<file path="config.mk">
export PLATFORM = sky130hd
export DESIGN_NAME = alu_iter_exec_flat
export DESIGN_NICKNAME = d
export VERILOG_FILES = /design/src/rtl/alu_iter_exec_pkg.sv /design/src/rtl/alu_iter_exec_if.sv /design/src/rtl/alu_iter_exec_serial_shifter.sv /design/src/rtl/alu_iter_exec.sv /design/src/flat_wrapper.sv
export SDC_FILE = /design/constraint.sdc
export NUM_CORES = 1
export LEC_CHECK = 0
export CAP_MARGIN = 20
export CORE_MARGIN = 8
export CORE_UTILIZATION = 35
export DETAILED_ROUTE_END_ITERATION = 10
export GPL_ROUTABILITY_DRIVEN = 0
export SLEW_MARGIN = 20
export SYNTH_ARGS = -nofsm -noshare
export SYNTH_HDL_FRONTEND = slang
export SYNTH_SLANG_ARGS = --single-unit
</file>
<file path="constraint.sdc">
create_clock -name clk -period 3 [get_ports clk]
set_clock_uncertainty 0.1 [all_clocks]
set_input_delay 0.6 -clock clk [delete_from_list [all_inputs] [get_ports clk]]
set_output_delay 0.6 -clock clk [all_outputs]
set_load 0.02 [all_outputs]
</file>
<file path="src/rtl/alu_iter_exec_pkg.sv">
// Shared ALUop codes, shifter direction select and op-class helpers for the execute ALU.
package alu_iter_exec_pkg;

  localparam int unsigned OP_W = 4;

  typedef enum logic [OP_W-1:0] {
    ALU_ADD    = 4'd0,
    ALU_SUB    = 4'd1,
    ALU_AND    = 4'd2,
    ALU_OR     = 4'd3,
    ALU_XOR    = 4'd4,
    ALU_SLT    = 4'd5,
    ALU_SLTU   = 4'd6,
    ALU_SLL    = 4'd7,
    ALU_SRA    = 4'd8,
    ALU_SRL    = 4'd9,
    ALU_COPY_B = 4'd10,
    ALU_COPY_A = 4'd11,
    ALU_XXX    = 4'd15
  } alu_op_e;

  // bit0 = shift right, bit1 = arithmetic (sign fill)
  typedef enum logic [1:0] {
    SH_LEFT      = 2'b00,
    SH_RIGHT_LOG = 2'b01,
    SH_RIGHT_ARI = 2'b11
  } shift_dir_e;

  function automatic logic is_shift_op(input logic [OP_W-1:0] op);
    return (op == ALU_SLL) || (op == ALU_SRL) || (op == ALU_SRA);
  endfunction

  function automatic shift_dir_e shift_dir(input logic [OP_W-1:0] op);
    shift_dir_e d;
    d = SH_LEFT;
    if (op == ALU_SRL) d = SH_RIGHT_LOG;
    if (op == ALU_SRA) d = SH_RIGHT_ARI;
    return d;
  endfunction

endpackage

</file>
<file path="src/rtl/alu_iter_exec_if.sv">
// Issue/result handshake bundle between operand-select, the execute ALU and writeback.
interface alu_iter_exec_if #(
  parameter int unsigned WIDTH = 32
);
  logic                                  in_valid;
  logic                                  in_ready;
  logic [alu_iter_exec_pkg::OP_W-1:0]    alu_op;
  logic [WIDTH-1:0]                      a;
  logic [WIDTH-1:0]                      b;
  logic                                  out_valid;
  logic                                  out_ready;
  logic [WIDTH-1:0]                      result;
  logic                                  illegal;

  modport master (
    output in_valid, alu_op, a, b, out_ready,
    input  in_ready, out_valid, result, illegal
  );

  modport slave (
    input  in_valid, alu_op, a, b, out_ready,
    output in_ready, out_valid, result, illegal
  );
endinterface

</file>
<file path="src/rtl/alu_iter_exec_serial_shifter.sv">
// One-bit-per-cycle shifter: load captures operand, count and direction; each step shifts once.
module alu_iter_exec_serial_shifter
  import alu_iter_exec_pkg::*;
#(
  parameter  int unsigned WIDTH = 32,
  localparam int unsigned SHW   = $clog2(WIDTH)
) (
  input  logic             clk,
  input  logic             rst_n,
  input  logic             i_load,
  input  logic             i_step,
  input  logic [WIDTH-1:0] i_a,
  input  logic [SHW-1:0]   i_shamt,
  input  shift_dir_e       i_dir,
  output logic [WIDTH-1:0] o_shifted_c,
  output logic             o_done_c
);

  logic [WIDTH-1:0] r_acc;
  logic [SHW-1:0]   r_cnt;
  shift_dir_e       r_dir;
  logic [WIDTH-1:0] w_shifted;

  // Accumulator, remaining count and direction registers
  always_ff @(posedge clk or negedge rst_n) begin
    if (!rst_n) begin
      r_acc <= '0;
      r_cnt <= '0;
      r_dir <= SH_LEFT;
    end else if (i_load) begin
      r_acc <= i_a;
      r_cnt <= i_shamt;
      r_dir <= i_dir;
    end else if (i_step) begin
      r_acc <= w_shifted;
      r_cnt <= r_cnt - SHW'(1);
    end
  end

  // Single-bit shift of the accumulator; arithmetic right replicates the sign bit
  always_comb begin
    w_shifted = {r_acc[WIDTH-2:0], 1'b0};
    case (r_dir)
      SH_RIGHT_LOG: w_shifted = {1'b0, r_acc[WIDTH-1:1]};
      SH_RIGHT_ARI: w_shifted = {r_acc[WIDTH-1], r_acc[WIDTH-1:1]};
      default:      w_shifted = {r_acc[WIDTH-2:0], 1'b0};
    endcase
  end

  assign o_shifted_c = w_shifted;
  assign o_done_c    = (r_cnt == SHW'(1));

endmodule

</file>
<file path="src/rtl/alu_iter_exec.sv">
// Execute-stage ALU: single-cycle logic/arith ops, serial shifts, valid/ready on both sides.
module alu_iter_exec
  import alu_iter_exec_pkg::*;
#(
  parameter int unsigned WIDTH = 32
) (
  input  logic           clk,
  input  logic           rst_n,
  alu_iter_exec_if.slave bus
);

  localparam int unsigned SHW = $clog2(WIDTH);

  localparam logic [1:0] S_IDLE  = 2'd0;
  localparam logic [1:0] S_SHIFT = 2'd1;
  localparam logic [1:0] S_DONE  = 2'd2;

  logic [1:0]       r_state;
  logic [1:0]       w_state_nxt;
  logic [WIDTH-1:0] r_result;
  logic             r_illegal;

  logic             w_in_ready;
  logic             w_accept;
  logic             w_is_shift;
  logic             w_go_shift;
  logic [SHW-1:0]   w_shamt;
  logic [WIDTH-1:0] w_alu;
  logic             w_alu_ill;
  logic             w_load;
  logic             w_step;
  logic             w_res_we;
  logic [WIDTH-1:0] w_res_d;
  logic             w_ill_d;
  logic [WIDTH-1:0] w_shifted;
  logic             w_sh_done;

  assign w_in_ready = rst_n & ((r_state == S_IDLE) | ((r_state == S_DONE) & bus.out_ready));
  assign w_accept   = bus.in_valid & w_in_ready;
  assign w_is_shift = is_shift_op(bus.alu_op);
  assign w_shamt    = bus.b[SHW-1:0];
  assign w_go_shift = w_is_shift & (w_shamt != '0);

  assign bus.in_ready  = w_in_ready;
  assign bus.out_valid = (r_state == S_DONE);
  assign bus.result    = r_result;
  assign bus.illegal   = r_illegal;

  // Single-cycle result; shifts with zero amount pass operand A through
  always_comb begin
    w_alu     = '0;
    w_alu_ill = 1'b0;
    case (bus.alu_op)
      ALU_ADD:    w_alu = bus.a + bus.b;
      ALU_SUB:    w_alu = bus.a - bus.b;
      ALU_AND:    w_alu = bus.a & bus.b;
      ALU_OR:     w_alu = bus.a | bus.b;
      ALU_XOR:    w_alu = bus.a ^ bus.b;
      ALU_SLT:    w_alu = WIDTH'($signed(bus.a) < $signed(bus.b));
      ALU_SLTU:   w_alu = WIDTH'(bus.a < bus.b);
      ALU_SLL,
      ALU_SRA,
      ALU_SRL:    w_alu = bus.a;
      ALU_COPY_B: w_alu = bus.b;
      ALU_COPY_A: w_alu = bus.a;
      default:    w_alu_ill = 1'b1;
    endcase
  end

  alu_iter_exec_serial_shifter #(.WIDTH(WIDTH)) u_shifter (
    .clk         (clk),
    .rst_n       (rst_n),
    .i_load      (w_load),
    .i_step      (w_step),
    .i_a         (bus.a),
    .i_shamt     (w_shamt),
    .i_dir       (shift_dir(bus.alu_op)),
    .o_shifted_c (w_shifted),
    .o_done_c    (w_sh_done)
  );

  // State register
  always_ff @(posedge clk or negedge rst_n) begin
    if (!rst_n) r_state <= S_IDLE;
    else        r_state <= w_state_nxt;
  end

  // Next-state logic
  always_comb begin
    w_state_nxt = r_state;
    case (r_state)
      S_IDLE, S_DONE: begin
        if (w_accept)                             w_state_nxt = w_go_shift ? S_SHIFT : S_DONE;
        else if (r_state == S_DONE && bus.out_ready) w_state_nxt = S_IDLE;
      end
      S_SHIFT: if (w_sh_done) w_state_nxt = S_DONE;
      default: w_state_nxt = S_IDLE;
    endcase
  end

  // Control outputs: shifter load/step and result-register write
  always_comb begin
    w_load   = 1'b0;
    w_step   = 1'b0;
    w_res_we = 1'b0;
    w_res_d  = '0;
    w_ill_d  = 1'b0;
    case (r_state)
      S_IDLE, S_DONE: begin
        w_load = w_accept & w_is_shift;
        if (w_accept && !w_go_shift) begin
          w_res_we = 1'b1;
          w_res_d  = w_alu;
          w_ill_d  = w_alu_ill;
        end
      end
      S_SHIFT: begin
        w_step = 1'b1;
        if (w_sh_done) begin
          w_res_we = 1'b1;
          w_res_d  = w_shifted;
        end
      end
      default: ;
    endcase
  end

  // Result and illegal flag hold steady until the next completion
  always_ff @(posedge clk or negedge rst_n) begin
    if (!rst_n) begin
      r_result  <= '0;
      r_illegal <= 1'b0;
    end else if (w_res_we) begin
      r_result  <= w_res_d;
      r_illegal <= w_ill_d;
    end
  end

endmodule

</file>
<file path="src/flat_wrapper.sv">
// flat-port wrapper written by rule: the top's interface ports become plain ports
module alu_iter_exec_flat import alu_iter_exec_pkg::*;
#(
  parameter int unsigned WIDTH = 32
)
  (clk, rst_n, bus_in_valid, bus_alu_op, bus_a, bus_b, bus_out_ready, bus_in_ready, bus_out_valid, bus_result, bus_illegal);
  alu_iter_exec_if #(.WIDTH(WIDTH)) bus_i ();
  input  logic clk;
  input  logic rst_n;
  input wire logic [$bits(bus_i.in_valid)-1:0] bus_in_valid;
  input wire logic [$bits(bus_i.alu_op)-1:0] bus_alu_op;
  input wire logic [$bits(bus_i.a)-1:0] bus_a;
  input wire logic [$bits(bus_i.b)-1:0] bus_b;
  input wire logic [$bits(bus_i.out_ready)-1:0] bus_out_ready;
  output wire logic [$bits(bus_i.in_ready)-1:0] bus_in_ready;
  output wire logic [$bits(bus_i.out_valid)-1:0] bus_out_valid;
  output wire logic [$bits(bus_i.result)-1:0] bus_result;
  output wire logic [$bits(bus_i.illegal)-1:0] bus_illegal;
  assign bus_i.in_valid = bus_in_valid;
  assign bus_i.alu_op = bus_alu_op;
  assign bus_i.a = bus_a;
  assign bus_i.b = bus_b;
  assign bus_i.out_ready = bus_out_ready;
  assign bus_in_ready = bus_i.in_ready;
  assign bus_out_valid = bus_i.out_valid;
  assign bus_result = bus_i.result;
  assign bus_illegal = bus_i.illegal;
  alu_iter_exec #(.WIDTH(WIDTH)) u_core (.clk(clk), .rst_n(rst_n), .bus(bus_i));
endmodule
</file>
Yosys cells after proc, flatten, opt, wreduce, memory -nomap -nowiden

Index checks and enable logic that the tools add are counted.

Reductions and logical operators: 13
Add/sub/neg operators: 3
Equal/unequal tests: 18
Magnitude comparators: 2
Bitwise logic cells: 9
Multiplexer cells: 24

Operator list:

| operator                                            | number |
|---|---|
| one-hot mux 32 bit (9 select lines)                 | 1 |
| two-way mux 32 bit                                  | 4 |
| one-hot mux 32 bit (2 select lines)                 | 2 |
| < comparator 32 bit                                 | 2 |
| adder 32 bit                                        | 1 |
| AND 32 bit                                          | 1 |
| bitwise OR 32 bit                                   | 1 |
| subtractor 32 bit                                   | 1 |
| bitwise XOR 32 bit                                  | 1 |
| equality test 4 x 3 -> 1 bit, second input constant | 4 |
| equality test 4 bit, second input constant          | 4 |
| OR reduction 12 bit                                 | 1 |
| two-way mux 2 bit                                   | 5 |
| two-way mux 5 bit                                   | 2 |
| equality test 4 x 2 -> 1 bit, second input constant | 2 |
| two-way mux 1 bit                                   | 8 |
| AND 1 bit                                           | 5 |
| equality test 5 x 1 -> 1 bit, second input constant | 1 |
| nonzero test 5 bit                                  | 1 |
| subtractor 5 x 1 -> 5 bit, second input constant    | 1 |
| equality test 2 x 1 -> 1 bit, second input constant | 2 |
| equality test 2 bit, second input constant          | 2 |
| equality test 4 x 1 -> 1 bit, second input constant | 1 |
| logical NOT 4 bit                                   | 1 |
| other kinds (13)                                    | 15 |

Input bits: 72
Output and inout port bits: 35
Logic and storage cells: 75
Flip-flop bits (word level): 74

Logic depth before layout (Yosys ltp)

Gate-level depths: netlist (run 1).

Word-level depth: 8
Mapped depth: 12
Mapped depth without buffers: 12

Hierarchy

Synthesis (run 1) repeated with hierarchy kept, for this count alone.

Cells, all modules: 1216
Area total of the unflattened synthesis: 9640.5 µm²

By module, submodules not included:

| module                       | times used | cells an instance | area each (µm²) | seq. area each (µm²) |
|---|---|---|---|---|
| alu_iter_exec                | 1          | 1006              | 7287.0          | 875.8 |
| alu_iter_exec_serial_shifter | 1          | 210               | 2353.5          | 975.9 |

Least setup slack after synthesis (run 1)

OpenSTA, ideal clock, no wires.

Path type: input to register
Start: input bus_b[8]
End: register u_core.r_result[30], in the netlist u_core.bus.result[30]
Library setup time: 0.099 ns
Buffers on the path: 1
Slack: -0.802 ns
Data required time: 2.801 ns
Stages on the path: 12
Arrival: 3.603 ns
Cell sequence: inv_1 > ha_1 > buf_6 > or3_1 > or3_1 > o2111a_1 > o31a_1 > o211ai_4 > a2111oi_2 > or4_1 > and4_1 > a311oi_1

Word-level cells in the longest chain between the ends: 4

RTL lines:

| what                                              | RTL line                                 | text |
|---|---|---|
| start, declared                                   | flat_wrapper.sv:13                       | `input wire logic [$bits(bus_i.b)-1:0] bus_b;` |
| subtractor 32 bit or adder 32 bit (tied branches) | alu_iter_exec.sv:55, alu_iter_exec.sv:54 |  |
| one-hot mux 32 bit (9 select lines) (*)           | alu_iter_exec.sv:53                      | `case (bus.alu_op)` |
| two-way mux 32 bit (*)                            | alu_iter_exec.sv:111                     | `if (w_accept && !w_go_shift) begin` |
| one-hot mux 32 bit (2 select lines) (*)           | alu_iter_exec.sv:108                     | `case (r_state)` |
| end signal, assigned                              | alu_iter_exec.sv:134                     | `r_result <= w_res_d;` |
| end, declared                                     | alu_iter_exec.sv:20                      | `logic [WIDTH-1:0] r_result;` |

Mark *: on every way between the ends. The rest lies on a longest branch, timed or not.
A chain may end at the register's enable or synchronous reset.

Final worst setup path (run 1)

Start: input bus_a[7]
End: register u_core.r_result[30], in the netlist u_core.bus.result[30]

Word-level cells in the longest chain between the ends: 4

RTL lines:

| what                                              | RTL line                                 | text |
|---|---|---|
| start, declared                                   | flat_wrapper.sv:12                       | `input wire logic [$bits(bus_i.a)-1:0] bus_a;` |
| subtractor 32 bit or adder 32 bit (tied branches) | alu_iter_exec.sv:55, alu_iter_exec.sv:54 |  |
| one-hot mux 32 bit (9 select lines) (*)           | alu_iter_exec.sv:53                      |  |
| two-way mux 32 bit (*)                            | alu_iter_exec.sv:111                     |  |
| one-hot mux 32 bit (2 select lines) (*)           | alu_iter_exec.sv:108                     |  |

Marks and branches as above.

==> metrics, run 1 <==
Worst-path clk slew=around 0.070 ns; clock buffer depth=2; nets@finish=approximately 1800; Comb pwr share=a little under three fifths; ratio of final minimum period to clock period=113%; critical setup path kind=input pin to flop; Residual DRC=0; Startpoint Class=input pin; Tightest Pin Transition=around 0.83 ns; Mapped Nets=about 1300; Sw Share=a little over two fifths; Synth Flop Type=dfrtp_1; pin count of the biggest net entering global routing=75; WL/cell=~20 um; Clock power frac=between 10% and 20%; cells after synthesis=1162; root buf cell=clkbuf_16; CTS Hold Bufs=0; Core ar.=0.0250 mm^2; later-pin clock latency in the skew report=between 0.3 and 0.4 ns; drt pass-1 iters=7; die width=approximately 170 um; max cap viols=0; status=complete, but fails checks; via/cell ratio=around 5.8; Yosys warnings=0; slew margin rel.=around 44%; I/O Pins=between 100 and 150; Hold/Removal Path Class=input pin to asynchronous set/reset pin; post-synthesis cell area=0.00883 mm^2; Internal=around 3.8 mW; RSZ-0062 raised after global routing=yes; ys async rst share=between 90% and 100%; final wirelength=a little under 40 mm; worst path required time=roughly 3.2 ns; Synth Register Bits=74; Synth Area in Adders=14.3%; crit-path max FO=2; DP HPWL=between 20 and 30 mm; Post-Synth XOR/XNOR Area=0.695%; Critical Path End Type=flop; Post-Synth Simple-Gate Area=16.7%; post-synthesis cell type count=66; # diodes=0; Layout area overhead=66.8%; die span in y=~170 um; fin worst setup slack=-0.383 ns; total track usage=about a quarter; failing checks=setup timing; CTS HTree Levels=3; vias in the first global route=11300; complex-gate fraction of the synthesized area=approximately 35%; CTS sink cnt=74; vias after detailed routing=about 11000; register area share after synthesis=approximately a fifth; fmax=between 200 and 300 MHz; Static Leak=about 6.6 nW; Site Rows=58; Final Total Pwr=roughly 6.7 mW; Max VDD drop=519 uV; Avg Inst Size Synth=around 7.6 um^2; P_sw=between 2 and 3 mW; post-route ant nets=0; largest family of logic cells by synthesized area=compound AO/OA/AOI/OAI gates; final hold violation count=0; antenna violations before repair=0; initial DRC count=roughly 1200; Pins Over Slew Limit=0; gr ovfl total=0; Post-synth EDFFs=0; Final setup viols=10; PD cells=452 mW/mm^2; final critical-path required period=approximately 3.4 ns; CTS tree=done; initial core utilization=a little over a third; full die area=just over 0.03 mm^2; Flop pwr share=a little over a quarter; Crit path arrival time=3.56 ns; IO buf count=106; mux contribution to synthesized area=3.86%; layout cells sized above 1=40.9%; first-pass GRT wire length=just over 60 mm; Num CTS Buffers=9; Layout Cells excl Fill=1950; dpl cells=about 1900
[power groups by stage]
stage | clock network [mW] | registers (mW) | logic, mW
after global routing | 1.15 | 1.86 | 4.03
after CTS | 1.10 | 1.81 | 3.57
final | 1.09 | 1.82 | 3.74
after detailed placement | 0 | 1.81 | 3.37
after floorplan | 0 | 1.92 | 1.56
after global placement | 0 | 1.81 | 3.31
[per-stage QoR]
stage               setup WS (ns)  utilization (%)  area, um^2  hold WS [ns]  setup TNS, ns
floorplan                  -0.588                -        8960         0.204          -2.44
global placement            -1.28             52.7       13100         0.386         -24.83
detailed placement          -1.32             52.7       13100         0.399         -25.65
CTS                        -0.454             56.8       14200         0.412          -3.00
global route               -0.438             59.0       14700         0.201          -2.73
finish                     -0.383             59.0       14700         0.171          -2.15
[layout by cell type (no fill, tap or decap), types with 11 or more instances in the layout]
cell             synthesis  final
nand2_1                107    104
o211ai_1                19     19
ha_4                     0     29
inv_1                  104     64
a21oi_2                  0     15
nand3_1                 39     38
nor3_2                   0     11
nand2b_1                14     13
mux2i_1                 34     34
o221ai_1                61     58
nor2_1                  79     66
o21ai_0                 64     45
inv_2                    0     33
buf_6                    1     27
a221oi_1                23     13
a31oi_1                 23     16
ha_1                    98     65
buf_4                    0    395
dlymetal6s2s_1           0     12
nor3_1                  24     11
a221o_1                 19     19
a21o_1                  12     12
a21oi_1                 95     75
o21bai_1                19     17
clkdlybuf4s50_1          0     59
a22oi_1                 18     18
dfrtp_1                 74     73
nor2b_1                 18     14
[synth_stat cells, drive strengths merged, types with 14 or more instances]
cell,count,share of area [%]
ha,98,14
a221oi,23,2.3
o211ai,20,1.9
nand3,39,2.2
nor3,24,1.4
a221o,19,2.2
nand2b,14,0.99
o21ai,67,3.8
o221ai,61,6.1
a31oi,23,1.6
nand2,107,4.6
inv,104,4.4
a21oi,95,5.4
o21bai,19,1.6
a211oi,14,1.2
clkbuf,73,3.1
a22oi,18,1.5
mux2i,34,3.9
dfrtp,74,21
nor2,79,3.4
o31ai,14,1.2
nor2b,18,1.3
[worst max-delay path, cell delays in order]
cell,delay (ns)
buf_8,0.10
inv_4,0.05
ha_4,0.20
or3_4,0.40
or3_4,0.40
o2111a_2,0.30
o31a_1,0.31
o211ai_4,0.23
a2111oi_4,0.11
or4_1,0.53
and4_1,0.17
a311oi_2,0.17
[metal layers]
layer / share of wire, % / track usage, % / vias up
met1: 43 / 31.5 / 5517
met3: 6.0 / 3.50 / 89
met5: 0 / 0 / -
li1: - / - / 5272
met4: 3.8 / 10.9 / 0
met2: 47 / 40.6 / 440
[layout make-up]
cell class / count / area [um^2]
Multi-Input combinational cell: 901 / 7400
Clock inverter: 6 / 47.5
Timing Repair Buffer: 525 / 4350
Inverter: 104 / 418
Sequential cell: 74 / 1850
Fill cell: 2195 / 10200
Clock buffer: 10 / 239
Tap cell: 330 / 413
[kinds of logic (layout without fill, tap and decap cells)]
family | after synthesis | count (layout)
AO/OA/AOI/OAI | 442 | 442
AND/OR/NAND/NOR | 318 | 318
buffers and inverters | 187 | 645
adder cells (fa/ha/maj) | 100 | 100
flip-flops | 74 | 74
multiplexers | 34 | 34
XOR/XNOR | 7 | 7
[sequential cells by signal (all words and copies together), names as in the netlist]
| signal | flops |
|---|---|
| u_core.bus.result | 32 |
| u_core.u_shifter.r_acc | 32 |
| u_core.u_shifter.r_cnt | 5 |
| u_core.r_state | 2 |
| u_core.u_shifter.r_dir | 2 |
| u_core.bus.illegal | 1 |
[final timing paths]
path | depth (start not counted) | startpoint | slack, ns | end
setup / recovery | 12 | bus_a[7] | -0.38 | u_core.bus.result[30]
hold / removal | 2 | rst_n | 0.17 | u_core.bus.result[0]
setup reg to reg | 10 | u_core.u_shifter.r_cnt[1] | 0.23 | u_core.bus.result[31]
hold reg to reg | 2 | u_core.bus.result[3] | 0.41 | u_core.bus.result[3]
max in group asynchronous | 3 | rst_n | 2.03 | u_core.bus.result[12]
min in group clk | 2 | u_core.bus.result[3] | 0.41 | u_core.bus.result[3]
[repair_timing]
item / 4_1_cts / 5_1_grt
endpoints found under the setup margin: 27 / 25
gates resized for setup: 211 / 151
buffers inserted: 12 / 19
pin swaps: 58 / 69
No activity file was read; power rests on OpenSTA's default activity.
==> run 2: changes to the inputs <==
Settings changed: SLEW_MARGIN 20 to unset.
==> results of run 2 <==
Same layout as run 1: the final DEF is identical, and so are final timing and power.
==> run 3: changes to the inputs <==
==> constraint.sdc (replaced) <==
create_clock -name clk -period 3 [get_ports clk]
set_clock_uncertainty 0.1 [all_clocks]
set_input_delay 0.3 -clock clk [delete_from_list [all_inputs] [get_ports clk]]
set_output_delay 0.3 -clock clk [all_outputs]
set_load 0.02 [all_outputs]
==> metrics, run 3 (same netlist as run 1, synthesis figures left out) <==
final critical-path required period=2.97 ns; PD cells=just under 500 mW/mm^2; RSZ-0062 raised after global routing=yes; die width=175 um; drt pass-1 iters=5; slew margin rel.=47.7%; ratio of final minimum period to clock period=roughly 100%; Flop pwr share=27.5%; Startpoint Class=input pin; # diodes=0; Core ar.=about 0.025 mm^2; fmax=336 MHz; Final Cell Area=0.0137 mm^2; Critical Path End Type=flop; initial core utilization=a little over a third; gr ovfl total=0; I/O Pins=roughly 110; Clock power frac=approximately 21%; full die area=a little over 0.03 mm^2; IO buf count=between 100 and 150; commonest non-fill, non-tap cell in the layout=buf_4; Internal=3.93 mW; Static Leak=between 6 and 7 nW; Final TNS setup=0 ns; CTS sink cnt=between 70 and 80; worst path required time=roughly 3.2 ns; most frequent cells in the layout=331 x buf_4, 106 x nand2_1, 86 x a21oi_1; final hold violation count=0; via/cell ratio=between 5 and 6; crit-path max FO=4; first-pass GRT wire length=slightly above 60 mm; status=finished clean; Max VDD drop=341 uV; nets@finish=~1700; Comb pwr share=between 50% and 60%; CTS tree=done; WL/cell=between 20 and 25 um; initial DRC count=just under 1000; vias after detailed routing=between 10000 and 15000; antenna violations before repair=0; max cap viols=0; Hold/Removal Path Class=input pin to flop; final wirelength=around 38 mm; Crit path arrival time=~3.1 ns; layout cells sized above 1=33.5%; CTS HTree Levels=3; pin count of the biggest net entering global routing=40; P_sw=approximately 2.8 mW; Final setup viols=0; total track usage=roughly a quarter; critical setup path kind=input pin to flop; placed cell area=around 0.013 mm^2; vias in the first global route=11000; later-pin clock latency in the skew report=approximately 0.37 ns; Tightest Pin Transition=just under 0.8 ns; Worst-path clk slew=around 0.070 ns; Layout area overhead=55.4%; clock buffer depth=2; Site Rows=58; die span in y=175 um; Sw Share=around two fifths; Residual DRC=0; post-route ant nets=0; Num CTS Buffers=9; DP HPWL=29.2 mm; Pins Over Slew Limit=0; root buf cell=clkbuf_16
run 3: worst max-delay path, cell delays in order:
cell,delay [ns]
buf_6,0.09
buf_6,0.12
inv_12,0.04
ha_4,0.19
or3_4,0.34
or3_4,0.34
o2111a_1,0.27
o31a_1,0.32
buf_4,0.19
o211a_1,0.23
a221o_1,0.37
a221oi_2,0.23
o21ai_0,0.09
run 3: power by group through the flow:
stage | clock network (mW) | logic, mW | registers [mW]
2_1_floorplan | 0 | 1.54 | 1.92
3_3_place_gp | 0 | 3.23 | 1.83
3_5_place_dp | 0 | 3.28 | 1.84
4_1_cts | 1.38 | 3.38 | 1.83
5_1_grt | 1.43 | 3.77 | 1.88
6_report | 1.38 | 3.47 | 1.84
run 3: layout make-up:
type                    instances  area [um^2]
well taps                     330          413
repair buffers                452         3750
clock buffers                  11          253
fillers                      2362        11200
multi-input cells             901         6940
clock inverters                 5          100
inverters                     104          408
flip-flops and latches         74         1850
run 3: layer usage:
layer | vias up | wire length (um) | global-route usage, % | part of all wire (%)
met4 | 0 | 1510 | 9.93 | 3.9
met1 | 5202 | 16500 | 30.8 | 43
met2 | 459 | 18000 | 40.2 | 47
met5 | - | 0 | 0 | 0
met3 | 93 | 2360 | 4.64 | 6.1
li1 | 5138 | - | - | -
run 3: what timing repair did:
| action | in CTS | in global routing |
|---|---|---|
| hold buffers | 1 | 0 |
| endpoints found under the hold margin | 37 | 0 |
| setup endpoints to repair | 24 | 22 |
| pin swaps | 37 | 40 |
| resized for setup | 100 | 117 |
| buffers inserted | 16 | 10 |
run 3: metrics by stage:
step / util [%] / hold slack [ns] / std cells / power (mW) / setup slack (ns)
2_1_floorplan: - / -0.0956 / 1162 / 3.46 / -0.288
3_3_place_gp: 50.5 / 0.321 / 1836 / 5.06 / -0.923
3_5_place_dp: 50.5 / 0.328 / 1836 / 5.12 / -0.974
4_1_cts: 53.5 / 0.348 / 1868 / 6.59 / -0.221
5_1_grt: 54.9 / 0.195 / 1877 / 7.08 / -0.0431
6_report: 54.9 / 0.177 / 1877 / 6.69 / 0.0265
run 3: final timing paths:
| check | startpoint | end | slack, ns | depth (start not counted) |
|---|---|---|---|---|
| min in group asynchronous | rst_n | u_core.u_shifter.r_dir[1] | 0.47 | 3 |
| max reg2reg | u_core.u_shifter.r_cnt[1] | u_core.bus.result[27] | 0.42 | 9 |
| max in group asynchronous | rst_n | u_core.u_shifter.r_dir[0] | 1.33 | 4 |
| max | bus_a[8] | u_core.bus.result[18] | 0.03 | 13 |
| min reg2reg | u_core.u_shifter.r_acc[0] | u_core.u_shifter.r_acc[0] | 0.41 | 2 |
| min | bus_a[4] | u_core.u_shifter.r_acc[4] | 0.18 | 3 |
